--- src/rtl/regfile_dump_reader.sv ---
// Streams register-file contents (full dump or single peek) over a valid/ready port.
// Optional XOR checksum trailer word when REGDUMP_CHECKSUM_EN is defined.
module regfile_dump_reader #(
  parameter int unsigned REGSIZE = 5,
  parameter int unsigned DIGIT   = 32
) (
  input  logic               clock,
  input  logic               reset,
  input  logic               start,
  input  logic               single,
  input  logic [REGSIZE-1:0] peek_addr,
  output logic [REGSIZE-1:0] read_address,
  input  logic [DIGIT-1:0]   read_data,
  output logic               out_valid,
  input  logic               out_ready,
  output logic [DIGIT-1:0]   out_data,
  output logic [REGSIZE-1:0] out_index,
  output logic               out_last,
  output logic               busy,
  output logic               done
);

  localparam logic [2:0] IDLE  = 3'd0;
  localparam logic [2:0] FETCH = 3'd1;
  localparam logic [2:0] SEND  = 3'd2;
`ifdef REGDUMP_CHECKSUM_EN
  localparam logic [2:0] CKSUM = 3'd3;
`endif
  localparam logic [2:0] DONE  = 3'd4;

  logic [2:0]         state_q, state_d;
  logic [REGSIZE-1:0] index_q, index_d;
  logic [REGSIZE-1:0] last_index_q, last_index_d;
  logic               out_valid_q, out_valid_d;
  logic [DIGIT-1:0]   out_data_q, out_data_d;
  logic [REGSIZE-1:0] out_index_q, out_index_d;
  logic               out_last_q, out_last_d;
  logic               busy_q, busy_d;
  logic               done_q, done_d;
`ifdef REGDUMP_CHECKSUM_EN
  logic [DIGIT-1:0]   cksum_q, cksum_d;
`endif

  // Next-state and output computation
  always_comb begin
    state_d      = state_q;
    index_d      = index_q;
    last_index_d = last_index_q;
    out_valid_d  = out_valid_q;
    out_data_d   = out_data_q;
    out_index_d  = out_index_q;
    out_last_d   = out_last_q;
`ifdef REGDUMP_CHECKSUM_EN
    cksum_d      = cksum_q;
`endif
    case (state_q)
      IDLE: begin
        if (start) begin
          index_d      = single ? peek_addr : '0;
          last_index_d = single ? peek_addr : '1;
          out_last_d   = 1'b0;
`ifdef REGDUMP_CHECKSUM_EN
          cksum_d      = '0;
`endif
          state_d      = FETCH;
        end
      end
      FETCH: begin
        out_data_d  = read_data;
        out_index_d = index_q;
        out_valid_d = 1'b1;
`ifdef REGDUMP_CHECKSUM_EN
        out_last_d  = 1'b0;
`else
        out_last_d  = (index_q == last_index_q);
`endif
        state_d     = SEND;
      end
      SEND: begin
        if (out_ready) begin
          out_valid_d = 1'b0;
`ifdef REGDUMP_CHECKSUM_EN
          cksum_d     = cksum_q ^ out_data_q;
`endif
          // Compare before increment so a full dump never wraps the index
          if (index_q == last_index_q) begin
`ifdef REGDUMP_CHECKSUM_EN
            state_d = CKSUM;
`else
            state_d = DONE;
`endif
          end else begin
            index_d = REGSIZE'(index_q + 1'b1);
            state_d = FETCH;
          end
        end
      end
`ifdef REGDUMP_CHECKSUM_EN
      CKSUM: begin
        if (!out_valid_q) begin
          out_data_d  = cksum_q;
          out_index_d = '0;
          out_last_d  = 1'b1;
          out_valid_d = 1'b1;
        end else if (out_ready) begin
          out_valid_d = 1'b0;
          state_d     = DONE;
        end
      end
`endif
      DONE: begin
        state_d = IDLE;
      end
      default: begin
        state_d = IDLE;
      end
    endcase
    busy_d = (state_d != IDLE);
    done_d = (state_d == DONE);
  end

  always_ff @(posedge clock or posedge reset) begin
    if (reset) begin
      state_q      <= IDLE;
      index_q      <= '0;
      last_index_q <= '0;
      out_valid_q  <= 1'b0;
      out_data_q   <= '0;
      out_index_q  <= '0;
      out_last_q   <= 1'b0;
      busy_q       <= 1'b0;
      done_q       <= 1'b0;
`ifdef REGDUMP_CHECKSUM_EN
      cksum_q      <= '0;
`endif
    end else begin
      state_q      <= state_d;
      index_q      <= index_d;
      last_index_q <= last_index_d;
      out_valid_q  <= out_valid_d;
      out_data_q   <= out_data_d;
      out_index_q  <= out_index_d;
      out_last_q   <= out_last_d;
      busy_q       <= busy_d;
      done_q       <= done_d;
`ifdef REGDUMP_CHECKSUM_EN
      cksum_q      <= cksum_d;
`endif
    end
  end

  // The walking index is itself the registered read address
  assign read_address = index_q;
  assign out_valid    = out_valid_q;
  assign out_data     = out_data_q;
  assign out_index    = out_index_q;
  assign out_last     = out_last_q;
  assign busy         = busy_q;
  assign done         = done_q;

endmodule

--- config.mk ---
export PLATFORM = sky130hd
export DESIGN_NAME = regfile_dump_reader
export DESIGN_NICKNAME = d
export VERILOG_FILES = /design/src/rtl/regfile_dump_reader.sv
export SDC_FILE = /design/constraint.sdc
export NUM_CORES = 1
export LEC_CHECK = 0
export ABC_AREA = 1
export CAP_MARGIN = 5
export CORE_ASPECT_RATIO = 1.2
export CORE_UTILIZATION = 35
export DETAILED_ROUTE_END_ITERATION = 10
export HOLD_SLACK_MARGIN = 0.1
export MAX_ROUTING_LAYER = met4
export PLACE_DENSITY = 0.77
export SYNTH_ARGS = -nofsm -noshare
export SYNTH_HDL_FRONTEND = slang
export SYNTH_SLANG_ARGS = --single-unit
export TNS_END_PERCENT = 1
--- constraint.sdc ---
create_clock -name clock -period 2.18 [get_ports clock]
set_clock_uncertainty 0.15 [all_clocks]
set_input_delay 0.327 -clock clock [delete_from_list [all_inputs] [get_ports clock]]
set_output_delay 0.327 -clock clock [all_outputs]
set_load 0.01 [all_outputs]
Word level (Yosys, flattened, before mapping). Cells that the tools add are included.

Register bits after elaboration: 54. Input port bits: 42. Output and inout bits: 46. Word-level logic and storage cells: 40.

$add $sub $neg: 1. Equality and inequality tests: 7. Mux-type cells: 14. Reduce and logical (&&, ||, !) cells: 9.

Operators with widths (count): $mux 5 (5); $pmux 5 s2 (1); $mux 3 (3); $pmux 3 s3 (1); $ne 2x2->1 const B (3); $reduce_and 2->1 (3); $reduce_bool 2->1 (3); $add 5x1->5 const B (1); $eq 5x5->1 (1); $pmux 1 s2 (2); $reduce_and 4->1 (1); $eq 3x1->1 const B (1); $eq 3x2->1 const B (1); $eq 3x3->1 const B (1); $logic_not 3->1 (1); $reduce_bool 3->1 (1); $mux 1 (2).

Logic depth before layout (Yosys ltp).
Depth after elaboration: 5. Gate-level depth with buffers: 9. Depth with buffers taken out: 9.

Worst setup path after synthesis. OpenSTA, ideal clock, no wires.

Path kind: register -> register. Start point: register state_q[1]. End point: register out_data_q[10], in the netlist out_data[10]. Library setup time: 0.125 ns. Arrival time: 1.118 ns. Data required time: 1.905 ns. Setup slack: 0.787 ns. Stages on the path, launching flop included: 6. Path buffers: 2. Period minus slack after synthesis: 1.393 ns. Path through: dfrtp_1 nor2_2 nand2_1 buf_6 buf_6 mux2_4.

Word-level cells in the longest chain between the ends: 1.

Ends and longest elaborated chain: start, declared (RTL line 31) `logic [2:0] state_q, state_d;`; start signal, assigned (RTL line 137) `state_q <= state_d;`; $eq 3x1->1 (RTL line 56) `case (state_q)`; end signal, assigned (RTL line 141) `out_data_q <= out_data_d;`; end, declared (RTL line 35) `logic [DIGIT-1:0] out_data_q, out_data_d;`.

No other way between the ends. A chain may end at the register's enable or synchronous reset.

Worst setup path in the final report.
Start point: register index_q[2], in the netlist read_address[2]. End point: output port read_address[2].

RTL lines: start, declared (RTL line 32) `logic [REGSIZE-1:0] index_q, index_d;`; start signal, assigned (RTL line 138) `index_q <= index_d;`; end, declared (RTL line 12) `output logic [REGSIZE-1:0] read_address,`.

No word-level cell between the ends.

==> flow_results.xml <==
<?xml version="1.0" encoding="UTF-8"?>
<metrics>
  <group name="power">
    <metric name="p_leak" unit="nW">1.56</metric>
    <metric name="vdd_ir_drop_max" unit="mV">0.583</metric>
    <metric name="total_power_of_the_final_layout" unit="mW">5.03</metric>
    <metric name="power-per-cell-area" unit="nW/um^2">1460</metric>
  </group>
  <group name="synth">
    <metric name="synth-seq-cells" unit="">54</metric>
    <metric name="synth-seq-area-share" unit="%">58.1</metric>
    <metric name="synth_cell_types" unit="">19</metric>
    <metric name="yosysWarnings" unit="">0</metric>
    <metric name="netlist_area" unit="um^2">2320</metric>
    <metric name="syn-num-nets" unit="">241</metric>
    <metric name="mapped_avg_cell_area" unit="um^2">11.7</metric>
    <metric name="synth_cells" unit="">198</metric>
  </group>
  <group name="finish">
    <metric name="finish.instance_area" unit="um^2">3440</metric>
    <metric name="final_cell_mix" unit="">clkdlybuf4s50_1, dfrtp_1, nand2_1</metric>
    <metric name="mostFrequentLayoutCell" unit="">clkdlybuf4s50_1</metric>
    <metric name="finish.net_count" unit="">333</metric>
    <metric name="antennaDiodeCount" unit="">0</metric>
    <metric name="drive_gt1_share" unit="%">19.2</metric>
    <metric name="areaGrowthSynthToFinish" unit="%">47.9</metric>
    <metric name="final_core_utilization" unit="%">53.7</metric>
  </group>
  <group name="setup_path">
    <metric name="timing.critical_path.max_delay_family" unit="">buffers and inverters</metric>
    <metric name="critPathRequiredTime" unit="ps">1700</metric>
    <metric name="timing.critical_path.buf_inv" unit="">1</metric>
    <metric name="critical_path.max_fanout" unit="">7</metric>
    <metric name="cp_data_arrival_time" unit="ps">1420</metric>
    <metric name="critical-path-slowest-cell" unit="">clkdlybuf4s50_1</metric>
    <metric name="crit_path_max_incr_delay" unit="ps">600</metric>
    <metric name="path_cells" unit="">clkdlybuf4s50_1</metric>
    <metric name="critPathLaunchType" unit="">flop</metric>
    <metric name="end_kind" unit="">primary output</metric>
    <metric name="worstSetupPathType" unit="">reg2out</metric>
  </group>
  <group name="drt">
    <metric name="totalWireLength" unit="um">5110</metric>
    <metric name="residual_drc_count" unit="">0</metric>
    <metric name="vias_per_std_cell" unit="">4.58</metric>
    <metric name="post_drt_wl_per_cell" unit="um">13.6</metric>
    <metric name="route.vias.total" unit="">1723</metric>
    <metric name="drtPass1Iterations" unit="">4</metric>
    <metric name="route.antenna.remaining_nets" unit="">0</metric>
    <metric name="drt-initial-drc-count" unit="">62</metric>
  </group>
  <group name="clock_network">
    <metric name="total_clock_buffers_created_by_cts" unit="">5</metric>
    <metric name="ctsResizeCount" unit="">0</metric>
    <metric name="clk_path_buf_depth" unit="">2</metric>
    <metric name="post_cts_hold_buffer_count" unit="">0</metric>
    <metric name="numClockSinks" unit="">54</metric>
    <metric name="cts-root-buf" unit="">clkbuf_8</metric>
    <metric name="cts_tree" unit="">yes</metric>
    <metric name="clock_tree.htree_level_count" unit="">2</metric>
    <metric name="clock_insertion_delay_worst_skew" unit="ps">310</metric>
    <metric name="cts_post_setup_buffers_inserted" unit="">0</metric>
    <metric name="clock_transition_at_path_regs" unit="ps">100</metric>
  </group>
  <group name="placement">
    <metric name="detailedPlacementHpwl" unit="um">3870</metric>
    <metric name="place.port_buffers" unit="">87</metric>
    <metric name="gpl_congestion" unit="">0.761</metric>
    <metric name="placed_area" unit="um^2">3300</metric>
  </group>
  <group name="job">
    <metric name="drv.max_cap_violation_count" unit="">0</metric>
  </group>
  <group name="sta">
    <metric name="final_period_utilization" unit="%">87.0</metric>
    <metric name="fin_crit" unit="ps">1900</metric>
    <metric name="setup_total_negative_slack" unit="ps">0</metric>
    <metric name="worst_pin_slew" unit="ps">538</metric>
    <metric name="final_max_slew_viol_count" unit="">0</metric>
    <metric name="number_of_hold_slack_violations_in_the_final_timing_report" unit="">0</metric>
    <metric name="timing.fmax" unit="GHz">0.527</metric>
    <metric name="maxSlewHeadroom" unit="%">64.1</metric>
    <metric name="endpoints_failing_setup" unit="">0</metric>
    <metric name="unrepaired_setup_endpoints_after_global_routing" unit="">false</metric>
  </group>
  <group name="min_path">
    <metric name="worst_hold_path_type" unit="">in2async</metric>
  </group>
  <group name="global_routing">
    <metric name="global_route.usage.total" unit="%">16.4</metric>
    <metric name="global_route_wire_length_before_repair" unit="um">8690</metric>
    <metric name="grt_max_degree" unit="">31</metric>
    <metric name="number_of_antenna_violations_at_the_first_check_in_global_routing" unit="">0</metric>
    <metric name="grt_pass1_vias" unit="">1808</metric>
    <metric name="grt_overflow_total" unit="">0</metric>
  </group>
  <group name="floorplan">
    <metric name="dieArea" unit="um^2">6970</metric>
    <metric name="floorplan.core_area" unit="um^2">6410</metric>
    <metric name="row_count" unit="">32</metric>
    <metric name="initial_utilization" unit="%">36.3</metric>
    <metric name="boundaryPins" unit="">88</metric>
    <metric name="dieWidth" unit="um">76.4</metric>
    <metric name="fp.dieH" unit="um">91.3</metric>
  </group>
  <group name="run_status">
    <metric name="outcome" unit="">complete, no violations</metric>
  </group>
</metrics>
kinds of logic (layout without fill, tap and decap cells):
family | after synthesis | after routing | synth area share [%]
AO/OA/AOI/OAI | 20 | 20 | 4.31
XOR/XNOR | 2 | 2 | 0.754
adder cells (fa/ha/maj) | 1 | 1 | 0.538
buffers and inverters | 22 | 115 | 4.79
flip-flops | 54 | 54 | 58.1
multiplexers | 32 | 32 | 17.9
AND/OR/NAND/NOR | 67 | 67 | 13.6
final timing paths:
kind / from / endpoint / slack (ps) / cells past startpoint
hold reg to reg: out_valid$_DFFE_PP0P_ / out_valid$_DFFE_PP0P_ / 330 / 2
hold / removal: reset / out_index[4]$_DFFE_PP0P_ / 230 / 2
setup reg to reg: read_address[0]$_DFFE_PP0P_ / read_address[4]$_DFFE_PP0P_ / 600 / 9
setup / recovery: read_address[2]$_DFFE_PP0P_ / read_address[2] / 280 / 1
max in group asynchronous: reset / out_data[25]$_DFFE_PP0P_ / 1100 / 3
min in group clock: out_valid$_DFFE_PP0P_ / out_valid$_DFFE_PP0P_ / 330 / 2
area by class of cell:
class | count | area, um^2
Sequential cell | 54 | 1350
Clock inverter | 2 | 60.1
Multi-Input combinational cell | 122 | 865
Tap cell | 85 | 106
Timing Repair Buffer | 91 | 913
Fill cell | 574 | 2970
Clock buffer | 6 | 82.6
Inverter | 16 | 60.1
power breakdown:
group          total (mW)  switching (mW)  leakage (nW)  internal, mW
Sequential           1.78           0.299         0.652          1.48
Combinational        2.45            1.02         0.840          1.43
Clock               0.800           0.311        0.0714         0.489
Total                5.03            1.63          1.56          3.40
per-layer routing:
layer / vias to the layer above / GRT usage, % / wire [um]
met5: - / - / 0
met4: 0 / 4.49 / 51
met3: 6 / 4.02 / 243
met2: 53 / 28.1 / 2660
met1: 834 / 19.2 / 2150
li1: 830 / - / -
flip-flops by register name, summed over array words and instances (netlist names):
signal and flops:
busy 1, done 1, last_index_q 5, out_data 32, out_index 5, out_last 1
out_valid 1, read_address 5, state_q 3
cells in the mapped netlist (all sizes together):
| library cell | count | area share (%) |
|---|---|---|
| inv | 16 | 2.6 |
| mux2 | 32 | 18 |
| dfrtp | 54 | 58 |
| o21ai | 20 | 4.3 |
| buf | 6 | 2.2 |
| nand3 | 14 | 3.2 |
| nor2 | 10 | 2.6 |
| ha | 1 | 0.54 |
| xnor2 | 2 | 0.75 |
| nand2 | 42 | 7.4 |
| nand4 | 1 | 0.27 |
metrics by stage:
| stage | std cells | setup slack (ps) | hold WS, ps |
|---|---|---|---|
| finish | 376 | 283 | 229 |
| global route | 376 | 241 | 280 |
| floorplan | 198 | 388 | 316 |
| global placement | 368 | 443 | 308 |
| detailed placement | 368 | 406 | 312 |
| CTS | 376 | 281 | 240 |
Note: power is estimated with default switching activity, not from simulation.
